`src/rtl/multi_digit_display.sv`:
```
// Signed/unsigned binary to multiplexed 7-segment display: WIDTH-cycle shift-add-3 conversion,
// atomic commit, ready pulse the cycle after commit; loads while busy are dropped, not queued.
module multi_digit_display #(
    parameter int N_DIGITS     = 4,
    parameter int WIDTH        = 8,
    parameter int SIGNED       = 1,
    parameter int REFRESH_BITS = 18
) (
    input  logic                clk,
    input  logic                rst,
    input  logic [WIDTH-1:0]    value,
    input  logic                load,
    input  logic                enable,
    output logic                busy,
    output logic                ready,
    output logic                overflow,
    output logic [N_DIGITS-1:0] anode_n,
    output logic [6:0]          seg_n,
    output logic                dp_n
);

    function automatic int dec_digits(input int w);
        int v;
        int n;
        v = (1 << w) - 1;
        n = 0;
        for (int i = 0; i < 6; i++) begin
            if (v > 0) begin
                v = v / 10;
                n = n + 1;
            end
        end
        return n;
    endfunction

    localparam int BCD_DIGITS = dec_digits(WIDTH);
    localparam int BCD_W      = 4 * BCD_DIGITS;
    localparam int PAD_DIGITS = (N_DIGITS > BCD_DIGITS) ? N_DIGITS : BCD_DIGITS;
    localparam int CNT_W      = $clog2(WIDTH);
    localparam int IDX_W      = $clog2(N_DIGITS);
    localparam logic [6:0] SEG_BLANK = 7'b1111111;
    localparam logic [6:0] SEG_MINUS = 7'b0111111;

    function automatic logic [6:0] seg7(input logic [3:0] d);
        case (d)
            4'd0:    return 7'b1000000;
            4'd1:    return 7'b1111001;
            4'd2:    return 7'b0100100;
            4'd3:    return 7'b0110000;
            4'd4:    return 7'b0011001;
            4'd5:    return 7'b0010010;
            4'd6:    return 7'b0000010;
            4'd7:    return 7'b1111000;
            4'd8:    return 7'b0000000;
            4'd9:    return 7'b0010000;
            default: return SEG_BLANK;
        endcase
    endfunction

    typedef enum logic [1:0] {IDLE, CONVERT, COMMIT} state_t;

    state_t                  state_q, state_d;
    logic [CNT_W-1:0]        cnt_q, cnt_d;
    logic [WIDTH-1:0]        mag_q, mag_d;
    logic [BCD_W-1:0]        bcd_q, bcd_d, bcd_adj;
    logic                    neg_q, neg_d;
    logic                    ready_q;
    logic                    ovf_q, ovf_d;
    logic [6:0]              disp_q [N_DIGITS];
    logic [6:0]              disp_d [N_DIGITS];
    logic [4*PAD_DIGITS-1:0] bcd_pad;
    int                      sig;
    logic [REFRESH_BITS-1:0] presc_q;
    logic [IDX_W-1:0]        idx_q;
    logic [N_DIGITS-1:0]     anode_q, anode_d;
    logic [6:0]              seg_q, seg_d;

    always_comb begin
        state_d = state_q;
        cnt_d   = cnt_q;
        mag_d   = mag_q;
        bcd_d   = bcd_q;
        neg_d   = neg_q;
        bcd_adj = bcd_q;
        case (state_q)
            IDLE: begin
                if (load) begin
                    state_d = CONVERT;
                    cnt_d   = '0;
                    bcd_d   = '0;
                    neg_d   = (SIGNED != 0) && value[WIDTH-1];
                    mag_d   = neg_d ? (~value + WIDTH'(1)) : value;
                end
            end
            CONVERT: begin
                for (int d = 0; d < BCD_DIGITS; d++) begin
                    if (bcd_q[4*d +: 4] >= 4'd5) bcd_adj[4*d +: 4] = bcd_q[4*d +: 4] + 4'd3;
                end
                {bcd_d, mag_d} = {bcd_adj, mag_q} << 1;
                cnt_d = cnt_q + CNT_W'(1);
                if (cnt_q == CNT_W'(WIDTH - 1)) state_d = COMMIT;
            end
            COMMIT:  state_d = IDLE;
            default: state_d = IDLE;
        endcase
    end

    // Display image is derived from the finished BCD while in COMMIT and latched in one edge.
    always_comb begin
        bcd_pad = '0;
        bcd_pad[BCD_W-1:0] = bcd_q;
        sig = 1;
        for (int i = 0; i < PAD_DIGITS; i++) begin
            if (bcd_pad[4*i +: 4] != 4'd0) sig = i + 1;
        end
        ovf_d = (sig + (neg_q ? 1 : 0)) > N_DIGITS;
        for (int i = 0; i < N_DIGITS; i++) begin
            disp_d[i] = SEG_BLANK;
            if (ovf_d)                    disp_d[i] = SEG_MINUS;
            else if (i < sig)             disp_d[i] = seg7(bcd_pad[4*i +: 4]);
            else if (neg_q && (i == sig)) disp_d[i] = SEG_MINUS;
        end
    end

    always_comb begin
        anode_d = '1;
        seg_d   = SEG_BLANK;
        if (enable) begin
            seg_d = disp_q[idx_q];
            if (disp_q[idx_q] != SEG_BLANK) anode_d[idx_q] = 1'b0;
        end
    end

    always_ff @(posedge clk or posedge rst) begin
        if (rst) begin
            state_q <= IDLE;
            cnt_q   <= '0;
            mag_q   <= '0;
            bcd_q   <= '0;
            neg_q   <= 1'b0;
            ready_q <= 1'b0;
            ovf_q   <= 1'b0;
            for (int i = 0; i < N_DIGITS; i++) begin
                disp_q[i] <= (i == 0) ? seg7(4'd0) : SEG_BLANK;
            end
        end else begin
            state_q <= state_d;
            cnt_q   <= cnt_d;
            mag_q   <= mag_d;
            bcd_q   <= bcd_d;
            neg_q   <= neg_d;
            ready_q <= (state_q == COMMIT);
            if (state_q == COMMIT) begin
                disp_q <= disp_d;
                ovf_q  <= ovf_d;
            end
        end
    end

    // Scanning free-runs independently of enable and of conversions.
    always_ff @(posedge clk or posedge rst) begin
        if (rst) begin
            presc_q <= '0;
            idx_q   <= '0;
            anode_q <= '1;
            seg_q   <= SEG_BLANK;
        end else begin
            presc_q <= presc_q + REFRESH_BITS'(1);
            if (presc_q == '1) begin
                idx_q <= (idx_q == IDX_W'(N_DIGITS - 1)) ? '0 : idx_q + IDX_W'(1);
            end
            anode_q <= anode_d;
            seg_q   <= seg_d;
        end
    end

    assign busy     = (state_q != IDLE);
    assign ready    = ready_q;
    assign overflow = ovf_q;
    assign anode_n  = anode_q;
    assign seg_n    = seg_q;
    assign dp_n     = 1'b1;

endmodule

```
`config.mk`:
```
export PLATFORM = sky130hd
export DESIGN_NAME = multi_digit_display
export DESIGN_NICKNAME = d
export VERILOG_FILES = /design/src/rtl/multi_digit_display.sv
export SDC_FILE = /design/constraint.sdc
export NUM_CORES = 1
export LEC_CHECK = 0
export CORE_ASPECT_RATIO = 1.1
export CORE_MARGIN = 1
export CORE_UTILIZATION = 35
export CTS_BUF_LIST = sky130_fd_sc_hd__clkbuf_8
export CTS_CLUSTER_DIAMETER = 50
export DETAILED_ROUTE_END_ITERATION = 8
export HOLD_SLACK_MARGIN = 0.03
export SKIP_CTS_REPAIR_TIMING = 1
export SLEW_MARGIN = 20
export SYNTH_ARGS = -nofsm -noshare
export SYNTH_HDL_FRONTEND = slang
export SYNTH_SLANG_ARGS = --single-unit
```
`constraint.sdc`:
```
create_clock -name clk -period 5 [get_ports clk]
set_input_delay 1.25 -clock clk [delete_from_list [all_inputs] [get_ports clk]]
set_output_delay 1.25 -clock clk [all_outputs]
set_load 0.005 [all_outputs]
```
==> Word-level counts from Yosys, hierarchy flattened <==
Memory sizes are Yosys's and may differ from the RTL's. A register that Yosys moved wholly into a read port is not among the register bits.
Cells that the tools add are included.
{ "word_totals": {"mem_count": 3, "ff_bits": 80, "input_bits": 12, "output_inout_bits": 15, "romBits": 336} }
{ "memory_table": {"columns": ["name", "depth", "word_bits", "rd", "rd_clocked_by_memory_dff", "write_ports", "line_no", "text"], "rows": [
  ["(name not given)", 16, 7, 1, 1, 0, "45", "case (d)"],
  ["(name not given)", 16, 7, 1, 0, 0, "45", null],
  ["(name not given)", 16, 7, 1, 0, 0, "45", null]
]} }
{ "classes": {"n_eq_ne": 11, "muxes": 34, "add_sub_neg": 8, "bitwise": 3, "magnitude_cmp": 10, "n_reduce_logical": 12} }
{ "op_table": {"columns": ["cell", "n"], "rows": [
  ["7-bit 2-to-1 mux", 12],
  ["3-bit by 32-bit == test with 1-bit output, first input constant", 2],
  ["3-bit by 32-bit less-than comparator with 1-bit output, first input constant", 2],
  ["32-bit by 2-bit adder with 32-bit output", 1],
  ["2-bit by 32-bit == test with 1-bit output, first input constant", 1],
  ["32-bit by 4-bit > comparator with 1-bit output, second input constant", 1],
  ["2-bit by 32-bit less-than comparator with 1-bit output, first input constant", 1],
  ["32-bit 2-to-1 mux", 1],
  ["12-bit case mux with 2 select lines", 1],
  ["18-bit by 1-bit adder with 18-bit output, second input constant", 1],
  ["18-bit == test, second input constant", 1],
  ["4-bit 2-to-1 mux", 4],
  ["8-bit 2-to-1 mux", 2],
  ["8-bit case mux with 2 select lines", 1],
  ["7-bit binary-select mux with 2-bit select", 1],
  ["4-bit by 3-bit >= comparator with 1-bit output, second input constant", 3],
  ["12-bit 2-to-1 mux", 1],
  ["4-bit by 2-bit adder with 4-bit output, second input constant", 2],
  ["8-bit by 1-bit adder with 8-bit output, second input constant", 1],
  ["2-bit 2-to-1 mux", 4],
  ["8-bit NOT", 1],
  ["4-bit nonzero test", 2],
  ["7-bit inequality test, second input constant", 1],
  ["3-bit 2-to-1 mux", 2],
  ["other kinds (20)", 29]
]} }

==> Logic depth before layout (Yosys ltp) <==
{ "depth": {"ltp_word": 8, "ltp_mapped": 7} }

==> Least setup slack after synthesis <==
Ideal clock, no wire load.
{ "synth_path": {"kind": "input to register", "startpoint": "input value[4]", "endpoint": "register mag_q[5]", "arrival_ns": 2.118, "cell_stages": 5, "slack_ns": 2.748, "cell_sequence": "or3_1 > nor3_1 > nand2b_1 > xor2_1 > a21oi_1"} }
{ "synth_between": {"elab_chain_len": 5} }
{ "synth_lines": {"columns": ["item", "line_no", "text"], "rows": [
  ["from (decl)", "11", "input logic [WIDTH-1:0] value,"],
  ["8-bit NOT", "92", "mag_d = neg_d ? (~value + WIDTH'(1)) : value;"],
  ["8-bit by 1-bit adder with 8-bit output", "92", null],
  ["8-bit 2-to-1 mux", "92", null],
  ["8-bit 2-to-1 mux", "87", "if (load) begin"],
  ["8-bit case mux with 2 select lines", "85", "case (state_q)"],
  ["to (signal assigned)", "149", "mag_q <= mag_d;"],
  ["to (decl)", "64", "logic [WIDTH-1:0] mag_q, mag_d;"]
]} }
Every way passes these cells. The select of a mux whose other input is x is not followed.
A chain may end at the register's enable or synchronous reset.

==> Worst setup path after layout <==
{ "layout_path": {"startpoint": "register state_q[1]", "endpoint": "output busy"} }
{ "layout_between": {"elab_chain_len": 1} }
{ "layout_lines": {"columns": ["item", "line_no", "text"], "rows": [
  ["from (decl)", "62", "state_t state_q, state_d;"],
  ["from (signal assigned)", "147", "state_q <= state_d;"],
  ["2-bit nonzero test", "177", "assign busy = (state_q != IDLE);"],
  ["to (decl)", "14", "output logic busy,"]
]} }
Every way passes these cells.

==> out/metrics.yaml <==
seqCellArea_mm2: 0.00206
vias: 2995
synth_edf_count: 0
start_kind: "flip-flop"
final_core_utilization_pct: 41.3
syn_inst: 425
worstSetupStartpoint: "state_q[1]"
ys.flop_type: "dfrtp_1"
ios: 27
p_leak_nw: 2.03
crit_required_ns: 3.75
root_buffer: "clkbuf_8"
grt_pass1_vias: 2758
worstSetupPathType: "flip-flop to output pin"
fin_crit_ns: 2.88
grt_pass1_wl_um: 13200
yosys.area.top_type: "dfrtp_1"
finalNetCount: 480
synth_commonest_cells: "dfrtp_1 (54), nand2_1 (49), nor2_1 (37), a21oi_1 (27), dfstp_2 (27)"
wl_um: 7670
cp.arrival_ns: 1.63
hold_start: "presc_q[0]"
multi_input_comb_area_mm2: 0.00195
start_util_pct: 36.2
antenna_found_initial: 0
synth_seq_cells: 81
die_h_um: 117
cts_made_buffers: 9
peakVddDrop_mv: 0.225
grtUsageTotal_pct: 13.6
die_x_um: 106
place.gp.congestion: 0.781
worstPathMaxFanout: 12
ys_warn_count: 0
min_to: "presc_q[0]"
path_clk_slew_ns: 0.09
met2WireLength_um: 3670
drive_gt1_share_pct: 13.3
synthArstFlopShare_pct: 100
cap_viol_max_count: 0
grt_max_degree: 43
worst_hold_path_type: "flip-flop to flip-flop"
synth_seq_area_share_pct: 49.4
fin_skew_ns: 0.0106
r2r_setup_slack_ns: 2.88
finalSetupViolCount: 0
cts_max_level: 3
clk_path_buf_depth: 2
port_buffers: 25
clk_latency_ns: 0.34
timing.rr.end: "anode_n[1]"
hold_viol_final: 0
fmax_mhz: 347
netlist.area_leader.share_pct: 32.4
dp_cells: 584
synth_area_leaders: "dfrtp_1 (32%), dfstp_2 (17%), ha_1 (6.9%), nand2_1 (4.4%), xnor2_1 (3.4%)"
worst_pin_slew_ns: 0.837
drcViolationCount: 0
synth_fp_nets: 460
min_period_over_period_pct: 57.7
drt_pass1_iterations: 4
antenna_left: 0
tns_ns: 0
maxSlewHeadroom_pct: 44.0
avgSynthCellArea_um2: 9.82
ys_types: 49
drv_slew: 0
grt_remaining_overflow: 0
rsz0062_at_grt: "no"
instances_no_fill: 600
highest_layer: "met4"
nFillCells: 1137
wl_met1_um: 3730
status: "complete, no violations"
wl_per_cell_um: 12.8
die_area_mm2: 0.0124
cts_tree: "built"
core_area_mm2: 0.0115
dpl.hpwl_um: 5490
cts_sinks: 81
holdPathStages: 1
synth.most_common_cell: "dfrtp_1"
endpoint_kind: "output pin"
diodes: 0
rr_worst_depth: 5
drt_iter0_markers: 138
area_delta_synth_final_pct: 14.2
power.density_mw_per_mm2: 543
syn_area_mm2: 0.00417
vias_per_cell: 4.99
core.rowCount: 41
r2r-start: "idx_q[1]"
wl_met3_um: 197
==> layout make-up <==
type,instances,share of cell area [%]
Clock inverter,7,2.13
Multi-Input combinational cell,306,40.9
Sequential cell,81,43.2
Clock buffer,9,2.60
Inverter,20,1.60
Tap cell,150,3.94
Timing Repair Buffer,27,5.56
==> per-layer routing <==
metal / track usage (%) / vias to the layer above
met5: 0 / -
met4: 3.89 / 0
met1: 17.3 / 1431
met2: 23.1 / 38
li1: - / 1520
met3: 3.07 / 6
==> cell usage in the layout, fill, tap and decap left out, drive strengths merged, types with 15 or more instances in the layout <==
cell type / n
nand3: 15
inv: 20
clkdlybuf4s50: 25
o21ai: 24
nor2: 37
dfrtp: 54
nand2: 49
nand2b: 15
xnor2: 16
a21oi: 27
ha: 23
dfstp: 27
o22ai: 16
==> worst max-delay path, stage by stage, from the launching register on <==
cell,delay (ns)
dfrtp_1,0.50
or2_2,0.34
clkdlybuf4s50_1,0.45
==> where the power goes <==
group / internal, mW / switching, mW
clock: 0.286 / 0.251
sequential: 0.905 / 0.191
combinational: 0.435 / 0.522
==> per-stage QoR <==
stage / total power [mW] / hold slack, ns / cell area (um2) / setup WS [ns]
2_1_floorplan: 1.81 / 0.421 / 4170 / 1.71
3_3_place_gp: 2.05 / 0.436 / 4540 / 2.19
3_5_place_dp: 2.07 / 0.445 / 4540 / 2.15
4_1_cts: 2.61 / 0.461 / 4770 / 2.10
5_1_grt: 2.82 / 0.481 / 4770 / 2.04
6_report: 2.59 / 0.456 / 4770 / 2.12
==> how the worst max path moves through the flow <==
stage / end / depth (start not counted) / slack, ns
after floorplan: bcd_q[0] / 1 / 1.71
after global placement: mag_q[4] / 5 / 2.19
after detailed placement: mag_q[3] / 5 / 2.15
after CTS: busy / 2 / 2.10
after global routing: busy / 2 / 2.04
final: busy / 2 / 2.12
==> kinds of logic after synthesis <==
kind of cell,synth area share (%)
adders and majority gates,6.89
and+or+nand+nor,16.5
DFF,49.4
xor gates and xnor gates,5.25
muxes,3.42
buffers and inverters,3.87
AOI/OAI and AO/OA,14.6
other,0.0898
==> sequential cells by signal, indices dropped and copies added (netlist names), 3 cells and up <==
signal / count
anode_n: 4
bcd_q: 12
cnt_q: 3
disp_q: 22
mag_q: 8
presc_q: 18
seg_n: 7
Note: power is estimated with default switching activity, not from simulation.
